===== src/rtl/regfile_pkg.sv =====
// Shared register-file parameters and the writeback priority-state type.
package regfile_pkg;

  localparam int REG_ADDR_W = 5;
  localparam int REG_DATA_W = 32;
  localparam int NUM_REGS   = 32;

  typedef logic [REG_ADDR_W-1:0] reg_addr_t;
  typedef logic [REG_DATA_W-1:0] reg_data_t;

  // Names the requester that wins the next tie.
  typedef enum logic {
    PRI_ALU = 1'b0,
    PRI_MEM = 1'b1
  } pri_e;

endpackage


===== src/rtl/regfile_wb_arbiter_if.sv =====
// Bundle of writeback requests, issue/hazard-check signals and write-port outputs.
interface regfile_wb_arbiter_if;
  import regfile_pkg::*;

  logic             alu_valid;
  logic             alu_ready;
  reg_addr_t        alu_addr;
  reg_data_t        alu_data;

  logic             mem_valid;
  logic             mem_ready;
  reg_addr_t        mem_addr;
  reg_data_t        mem_data;

  logic             iss_valid;
  reg_addr_t        iss_addr;

  reg_addr_t        chk_addr1;
  reg_addr_t        chk_addr2;
  logic             hazard1;
  logic             hazard2;

  logic             reg_write;
  reg_addr_t        write_addr;
  reg_data_t        write_data;

  logic [NUM_REGS-1:0] busy;
  logic [15:0]      conflict_cnt;

  // Pipeline side: drives requests, issue and check addresses.
  modport master (
    output alu_valid, alu_addr, alu_data,
    output mem_valid, mem_addr, mem_data,
    output iss_valid, iss_addr, chk_addr1, chk_addr2,
    input  alu_ready, mem_ready, hazard1, hazard2,
    input  reg_write, write_addr, write_data, busy, conflict_cnt
  );

  // Arbiter side.
  modport slave (
    input  alu_valid, alu_addr, alu_data,
    input  mem_valid, mem_addr, mem_data,
    input  iss_valid, iss_addr, chk_addr1, chk_addr2,
    output alu_ready, mem_ready, hazard1, hazard2,
    output reg_write, write_addr, write_data, busy, conflict_cnt
  );

endinterface


===== src/rtl/regfile_wb_arbiter_rr_arbiter2.sv =====
// Two-input arbiter (ALU vs MEM) with round-robin or fixed MEM priority.
module rr_arbiter2
  import regfile_pkg::*;
#(
  parameter bit FIXED_PRIO = 1'b0
) (
  input  logic clk,
  input  logic reset_n,
  input  logic req_alu_i,
  input  logic req_mem_i,
  output logic gnt_alu_o,
  output logic gnt_mem_o
);

  pri_e state_q;
  pri_e state_d;

  // Grant and next priority; grants are suppressed while in reset.
  always_comb begin
    gnt_alu_o = 1'b0;
    gnt_mem_o = 1'b0;
    state_d   = state_q;
    if (reset_n) begin
      if (req_alu_i && !req_mem_i) begin
        gnt_alu_o = 1'b1;
      end else if (!req_alu_i && req_mem_i) begin
        gnt_mem_o = 1'b1;
      end else if (req_alu_i && req_mem_i) begin
        if (FIXED_PRIO || state_q == PRI_MEM) begin
          gnt_mem_o = 1'b1;
        end else begin
          gnt_alu_o = 1'b1;
        end
      end
      // Fixed priority never leaves PRI_ALU.
      if (!FIXED_PRIO) begin
        if (gnt_alu_o) begin
          state_d = PRI_MEM;
        end else if (gnt_mem_o) begin
          state_d = PRI_ALU;
        end
      end
    end
  end

  // Priority state register.
  always_ff @(posedge clk) begin
    if (!reset_n) begin
      state_q <= PRI_ALU;
    end else begin
      state_q <= state_d;
    end
  end

endmodule


===== src/rtl/regfile_wb_arbiter.sv =====
// Writeback arbiter: picks ALU or MEM result, registers the write port,
// tracks pending destinations and counts contention cycles.
module regfile_wb_arbiter
  import regfile_pkg::*;
#(
  parameter bit FIXED_PRIO = 1'b0
) (
  input  logic                 clk,
  input  logic                 reset_n,
  regfile_wb_arbiter_if.slave  bus
);

  logic          alu_gnt;
  logic          mem_gnt;
  logic          xfer;
  reg_addr_t     xfer_addr;
  reg_data_t     xfer_data;

  logic          reg_write_q,  reg_write_d;
  reg_addr_t     write_addr_q, write_addr_d;
  reg_data_t     write_data_q, write_data_d;
  logic [NUM_REGS-1:0] busy_q, busy_d;
  logic [15:0]   cnt_q, cnt_d;

  rr_arbiter2 #(
    .FIXED_PRIO (FIXED_PRIO)
  ) u_arb (
    .clk       (clk),
    .reset_n   (reset_n),
    .req_alu_i (bus.alu_valid),
    .req_mem_i (bus.mem_valid),
    .gnt_alu_o (alu_gnt),
    .gnt_mem_o (mem_gnt)
  );

  assign xfer      = alu_gnt | mem_gnt;
  assign xfer_addr = mem_gnt ? bus.mem_addr : bus.alu_addr;
  assign xfer_data = mem_gnt ? bus.mem_data : bus.alu_data;

  assign bus.alu_ready    = alu_gnt;
  assign bus.mem_ready    = mem_gnt;
  assign bus.hazard1      = reset_n & busy_q[bus.chk_addr1];
  assign bus.hazard2      = reset_n & busy_q[bus.chk_addr2];
  assign bus.reg_write    = reg_write_q;
  assign bus.write_addr   = write_addr_q;
  assign bus.write_data   = write_data_q;
  assign bus.busy         = busy_q;
  assign bus.conflict_cnt = cnt_q;

  // Next write port, scoreboard and contention counter.
  always_comb begin
    reg_write_d  = 1'b0;
    write_addr_d = write_addr_q;
    write_data_d = write_data_q;
    busy_d       = busy_q;
    cnt_d        = cnt_q;
    if (xfer) begin
      write_addr_d = xfer_addr;
      write_data_d = xfer_data;
      reg_write_d  = (xfer_addr != '0);
      if (xfer_addr != '0) begin
        busy_d[xfer_addr] = 1'b0;
      end
    end
    // Issue is applied after the clear: a same-cycle issue is the younger event.
    if (bus.iss_valid && bus.iss_addr != '0) begin
      busy_d[bus.iss_addr] = 1'b1;
    end
    busy_d[0] = 1'b0;
    if (bus.alu_valid && bus.mem_valid && cnt_q != 16'hFFFF) begin
      cnt_d = cnt_q + 16'd1;
    end
  end

  // State registers with synchronous reset.
  always_ff @(posedge clk) begin
    if (!reset_n) begin
      reg_write_q  <= 1'b0;
      write_addr_q <= '0;
      write_data_q <= '0;
      busy_q       <= '0;
      cnt_q        <= '0;
    end else begin
      reg_write_q  <= reg_write_d;
      write_addr_q <= write_addr_d;
      write_data_q <= write_data_d;
      busy_q       <= busy_d;
      cnt_q        <= cnt_d;
    end
  end

endmodule


===== src/flat_wrapper.sv =====
// flat-port wrapper written by rule: the top's interface ports become plain ports
module regfile_wb_arbiter_flat import regfile_pkg::*;
#(
  parameter bit FIXED_PRIO = 1'b0
)
  (clk, reset_n, bus_alu_valid, bus_alu_addr, bus_alu_data, bus_mem_valid, bus_mem_addr, bus_mem_data, bus_iss_valid, bus_iss_addr, bus_chk_addr1, bus_chk_addr2, bus_alu_ready, bus_mem_ready, bus_hazard1, bus_hazard2, bus_reg_write, bus_write_addr, bus_write_data, bus_busy, bus_conflict_cnt);
  regfile_wb_arbiter_if bus_i ();
  input  logic clk;
  input  logic reset_n;
  input wire logic [$bits(bus_i.alu_valid)-1:0] bus_alu_valid;
  input wire logic [$bits(bus_i.alu_addr)-1:0] bus_alu_addr;
  input wire logic [$bits(bus_i.alu_data)-1:0] bus_alu_data;
  input wire logic [$bits(bus_i.mem_valid)-1:0] bus_mem_valid;
  input wire logic [$bits(bus_i.mem_addr)-1:0] bus_mem_addr;
  input wire logic [$bits(bus_i.mem_data)-1:0] bus_mem_data;
  input wire logic [$bits(bus_i.iss_valid)-1:0] bus_iss_valid;
  input wire logic [$bits(bus_i.iss_addr)-1:0] bus_iss_addr;
  input wire logic [$bits(bus_i.chk_addr1)-1:0] bus_chk_addr1;
  input wire logic [$bits(bus_i.chk_addr2)-1:0] bus_chk_addr2;
  output wire logic [$bits(bus_i.alu_ready)-1:0] bus_alu_ready;
  output wire logic [$bits(bus_i.mem_ready)-1:0] bus_mem_ready;
  output wire logic [$bits(bus_i.hazard1)-1:0] bus_hazard1;
  output wire logic [$bits(bus_i.hazard2)-1:0] bus_hazard2;
  output wire logic [$bits(bus_i.reg_write)-1:0] bus_reg_write;
  output wire logic [$bits(bus_i.write_addr)-1:0] bus_write_addr;
  output wire logic [$bits(bus_i.write_data)-1:0] bus_write_data;
  output wire logic [$bits(bus_i.busy)-1:0] bus_busy;
  output wire logic [$bits(bus_i.conflict_cnt)-1:0] bus_conflict_cnt;
  assign bus_i.alu_valid = bus_alu_valid;
  assign bus_i.alu_addr = bus_alu_addr;
  assign bus_i.alu_data = bus_alu_data;
  assign bus_i.mem_valid = bus_mem_valid;
  assign bus_i.mem_addr = bus_mem_addr;
  assign bus_i.mem_data = bus_mem_data;
  assign bus_i.iss_valid = bus_iss_valid;
  assign bus_i.iss_addr = bus_iss_addr;
  assign bus_i.chk_addr1 = bus_chk_addr1;
  assign bus_i.chk_addr2 = bus_chk_addr2;
  assign bus_alu_ready = bus_i.alu_ready;
  assign bus_mem_ready = bus_i.mem_ready;
  assign bus_hazard1 = bus_i.hazard1;
  assign bus_hazard2 = bus_i.hazard2;
  assign bus_reg_write = bus_i.reg_write;
  assign bus_write_addr = bus_i.write_addr;
  assign bus_write_data = bus_i.write_data;
  assign bus_busy = bus_i.busy;
  assign bus_conflict_cnt = bus_i.conflict_cnt;
  regfile_wb_arbiter #(.FIXED_PRIO(FIXED_PRIO)) u_core (.clk(clk), .reset_n(reset_n), .bus(bus_i));
endmodule

===== config.mk =====
export PLATFORM = sky130hd
export DESIGN_NAME = regfile_wb_arbiter_flat
export DESIGN_NICKNAME = d
export VERILOG_FILES = /design/src/rtl/regfile_pkg.sv /design/src/rtl/regfile_wb_arbiter_if.sv /design/src/rtl/regfile_wb_arbiter_rr_arbiter2.sv /design/src/rtl/regfile_wb_arbiter.sv /design/src/flat_wrapper.sv
export SDC_FILE = /design/constraint.sdc
export NUM_CORES = 1
export LEC_CHECK = 0
export BUFFER_PORTS_ARGS = -buffer_cell sky130_fd_sc_hd__buf_2
export CORE_MARGIN = 10
export CORE_UTILIZATION = 49
export DETAILED_ROUTE_END_ITERATION = 7
export GPL_ROUTABILITY_DRIVEN = 0
export GPL_TIMING_DRIVEN = 1
export PLACE_DENSITY = 0.93
export SLEW_MARGIN = 40
export SYNTH_ARGS = -nofsm -noshare
export SYNTH_HDL_FRONTEND = slang
export SYNTH_SLANG_ARGS = --single-unit

===== constraint.sdc =====
create_clock -name clk -period 2.65 [get_ports clk]
set_input_delay 0.53 -clock clk [delete_from_list [all_inputs] [get_ports clk]]
set_output_delay 0.53 -clock clk [all_outputs]
set_load 0.005 [all_outputs]

==> summary.txt <==
Critical Path End Type = primary output
H-tree levels = 3
Hold-fix buffers, CTS = 0
Max clock buf depth = 2
Worst R2R Setup Slack = 0.57 ns
sequential-to-total area share from yosys stat = 37.3%
setup TNS = 0 ns
relative slew slack = 50.8%
Worst R2R Start = u_core.u_arb.state_q$_SDFFE_PN0P_
unrepaired setup endpoints after global routing = false
Core Area = 9200 µm²
skew final = 0.0106 ns
Mapped Cells = 532
Clock Sinks = 86
Worst IR Drop VDD = 0.315 mV
Setup Fix Bufs, Post-CTS = 0
Yosys top cell by area = dfxtp_1
XOR/XNOR Fraction of Synth Area = 1.71%
clk_lat worst skew = 0.35 ns
vias in the first global route = 4851
largest cells by area after synthesis = dfxtp_1 37%, nand2_1 7.1%, mux4_2 6.8%
die height = 117 µm
number of library cell types mapped by synthesis = 62
Post-Synth Adder-Cell Area = 0.271%
fmax = 397 MHz
max cap viols = 0
Syn-to-layout area delta = 25.0%
DRT iter0 DRCs = 422
Synth Area in Compound Gates = 22.1%
row count = 35
Cell Area, Synth = 4620 µm²
worst-path fanout max = 6
ys async rst share = 0%
largest net degree at the start of global routing = 65
First-pass DRT Iterations = 5
Setup crit start = bus_chk_addr1[1]
WL/cell = 19.5 µm
Filler cells = 780
main combinational cell family by area after synthesis = compound AO/OA/AOI/OAI gates
IO buf count = 182
die width = 117 µm
io pins = 184
post-CTS sizing = 0
first-pass GRT wire length = 24.0 mm
total wire length = 15.7 mm
global route overflow = 0
effective utilization at floorplan = 50.2%
P per Cell Area = 488 nW/µm²
via count = 4887
CTS tree = done
syn avg cell area = 8.68 µm²
DP HPWL = 12.2 mm
area fraction of the dominant cell type after synthesis = 37.3%
post-synthesis simple-gate area fraction = 21.7%
ys flop type = dfxtp_1
Antenna Violating Nets Remaining = 0
Hold Fails Final Rpt = 0
status = finished, final reports clean
Reg clk slew, reported paths = 0.09 ns
commonest cells after routing, fill and taps aside = 182 x buf_2, 87 x nand2_1, 86 x dfxtp_1, 64 x nor2_1, 35 x a311oi_1
final design instance area without fill = 5780 µm²
Design Power = 2.82 mW
Worst Tran Pin Value = 0.736 ns
flop and latch count out of synthesis = 86
Req. time, crit path = 2.12 ns
multiplexer share of the synthesized area = 11.6%
CP Class = in -> out
Startpoint Class = input port
initial antenna violation count = 1
worst r2r path cells = 6
CP endpoint = bus_hazard1
layout cells sized above 1 = 34.8%
Finish-stage setup viols = 0
CTS Buf Count = 9
Final Max Slew Viols = 0
worst setup margin = 0.130 ns
leak pwr = 2.52 nW
Post-synth EDFFs = 0
Worst EP arrival = 1.99 ns
min Tclk post-route = 2.52 ns
hold crit path type = in -> reg
Vias/cell = 6.05
placed inst area = 5560 µm²
nets = 786
crit share post-route = 95.1%
Mapped Nets = 627
reg-to-reg endpoint = u_core.bus.busy[15]$_SDFF_PN0_
Die Area = 13700 µm²
root buf cell = clkbuf_8
Synthesis Warnings = 0
GRT Resource Usage Total = 21.9%
DR DRC count = 0
Setup WS pre-CTS = 0.139 ns
most common cell after layout, fill and taps aside = buf_2
==> cells by family (layout without fill, tap and decap cells) <==
group	after synthesis	after routing
flip-flops	86	86
other	1	2
adder cells (fa/ha/maj)	1	1
AND/OR/NAND/NOR	214	214
buffers and inverters	53	217
AO/OA/AOI/OAI	133	133
multiplexers	35	35
XOR/XNOR	9	9
==> power breakdown <==
group          switching, mW  internal, mW  total, mW  leakage, nW
clock                  0.472         0.492      0.963        0.103
combinational          0.275         0.198      0.473         1.72
sequential            0.0338          1.35       1.38        0.703
==> per-layer routing <==
layer / wire length [µm] / GRT usage [%] / vias to the layer above
li1: - / - / 2289
met1: 5920 / 25.6 / 2287
met2: 7860 / 36.4 / 265
met3: 1450 / 5.50 / 46
met4: 497 / 11.0 / 0
met5: 0 / 0 / -
==> Yosys cell counts (all sizes together) (5+ instances only) <==
master / count
mux4: 14
clkbuf: 12
o21ai: 29
nand2b: 5
dfxtp: 86
nor2b: 8
nor3: 8
nand2: 87
o311ai: 11
nand4: 8
buf: 31
nor2: 66
a311oi: 35
a211oi: 6
mux2i: 17
inv: 10
xnor2: 7
o211ai: 14
a21oi: 13
nand3: 11
and4: 5
==> layout make-up <==
type,count,area [µm²],share of cell area [%]
diodes,1,2.50,0.0433
flip-flops and latches,86,1720,29.8
clock inverters,4,55.1,0.953
inverters,10,37.5,0.650
multi-input cells,393,2660,46.1
repair buffers,191,1000,17.4
well taps,111,139,2.40
clock buffers,12,155,2.69
==> state kept, by name, summed over array words and instances, names as in the netlist <==
signal,flops
u_core.bus.reg_write,1
u_core.bus.conflict_cnt,16
u_core.bus.write_data,32
u_core.bus.busy,31
u_core.bus.write_addr,5
u_core.u_arb.state_q,1
==> critical path: stages <==
cell and delay, ns:
buf_2 0.18, mux4_2 0.52, and3_1 0.19, a31oi_1 0.14
o31ai_1 0.09, o211a_1 0.21, buf_2 0.12
==> per-stage QoR <==
stage / cells / util (%) / hold WS (ns)
after floorplan: 532 / - / 0.460
after global placement: 791 / 60.5 / 0.463
after detailed placement: 791 / 60.5 / 0.478
after CTS: 807 / 62.8 / 0.421
after global routing: 808 / 62.8 / 0.438
final: 808 / 62.8 / 0.437
==> worst min-delay path by stage <==
stage                     slack (ns)                                      end  cells after the start                               startpoint
final                           0.44   u_core.bus.write_data[28]$_SDFFE_PN0N_                      3                         bus_alu_data[28]
after floorplan                 0.46  u_core.bus.conflict_cnt[9]$_SDFFE_PN0P_                      1  u_core.bus.conflict_cnt[9]$_SDFFE_PN0P_
after detailed placement        0.48  u_core.bus.conflict_cnt[9]$_SDFFE_PN0P_                      1  u_core.bus.conflict_cnt[9]$_SDFFE_PN0P_
after global routing            0.44   u_core.bus.write_data[16]$_SDFFE_PN0N_                      3                         bus_alu_data[16]
after global placement          0.46  u_core.bus.conflict_cnt[9]$_SDFFE_PN0P_                      1  u_core.bus.conflict_cnt[9]$_SDFFE_PN0P_
after CTS                       0.42   u_core.bus.write_data[28]$_SDFFE_PN0N_                      3                         bus_alu_data[28]
(Power assumes the default switching activity.)
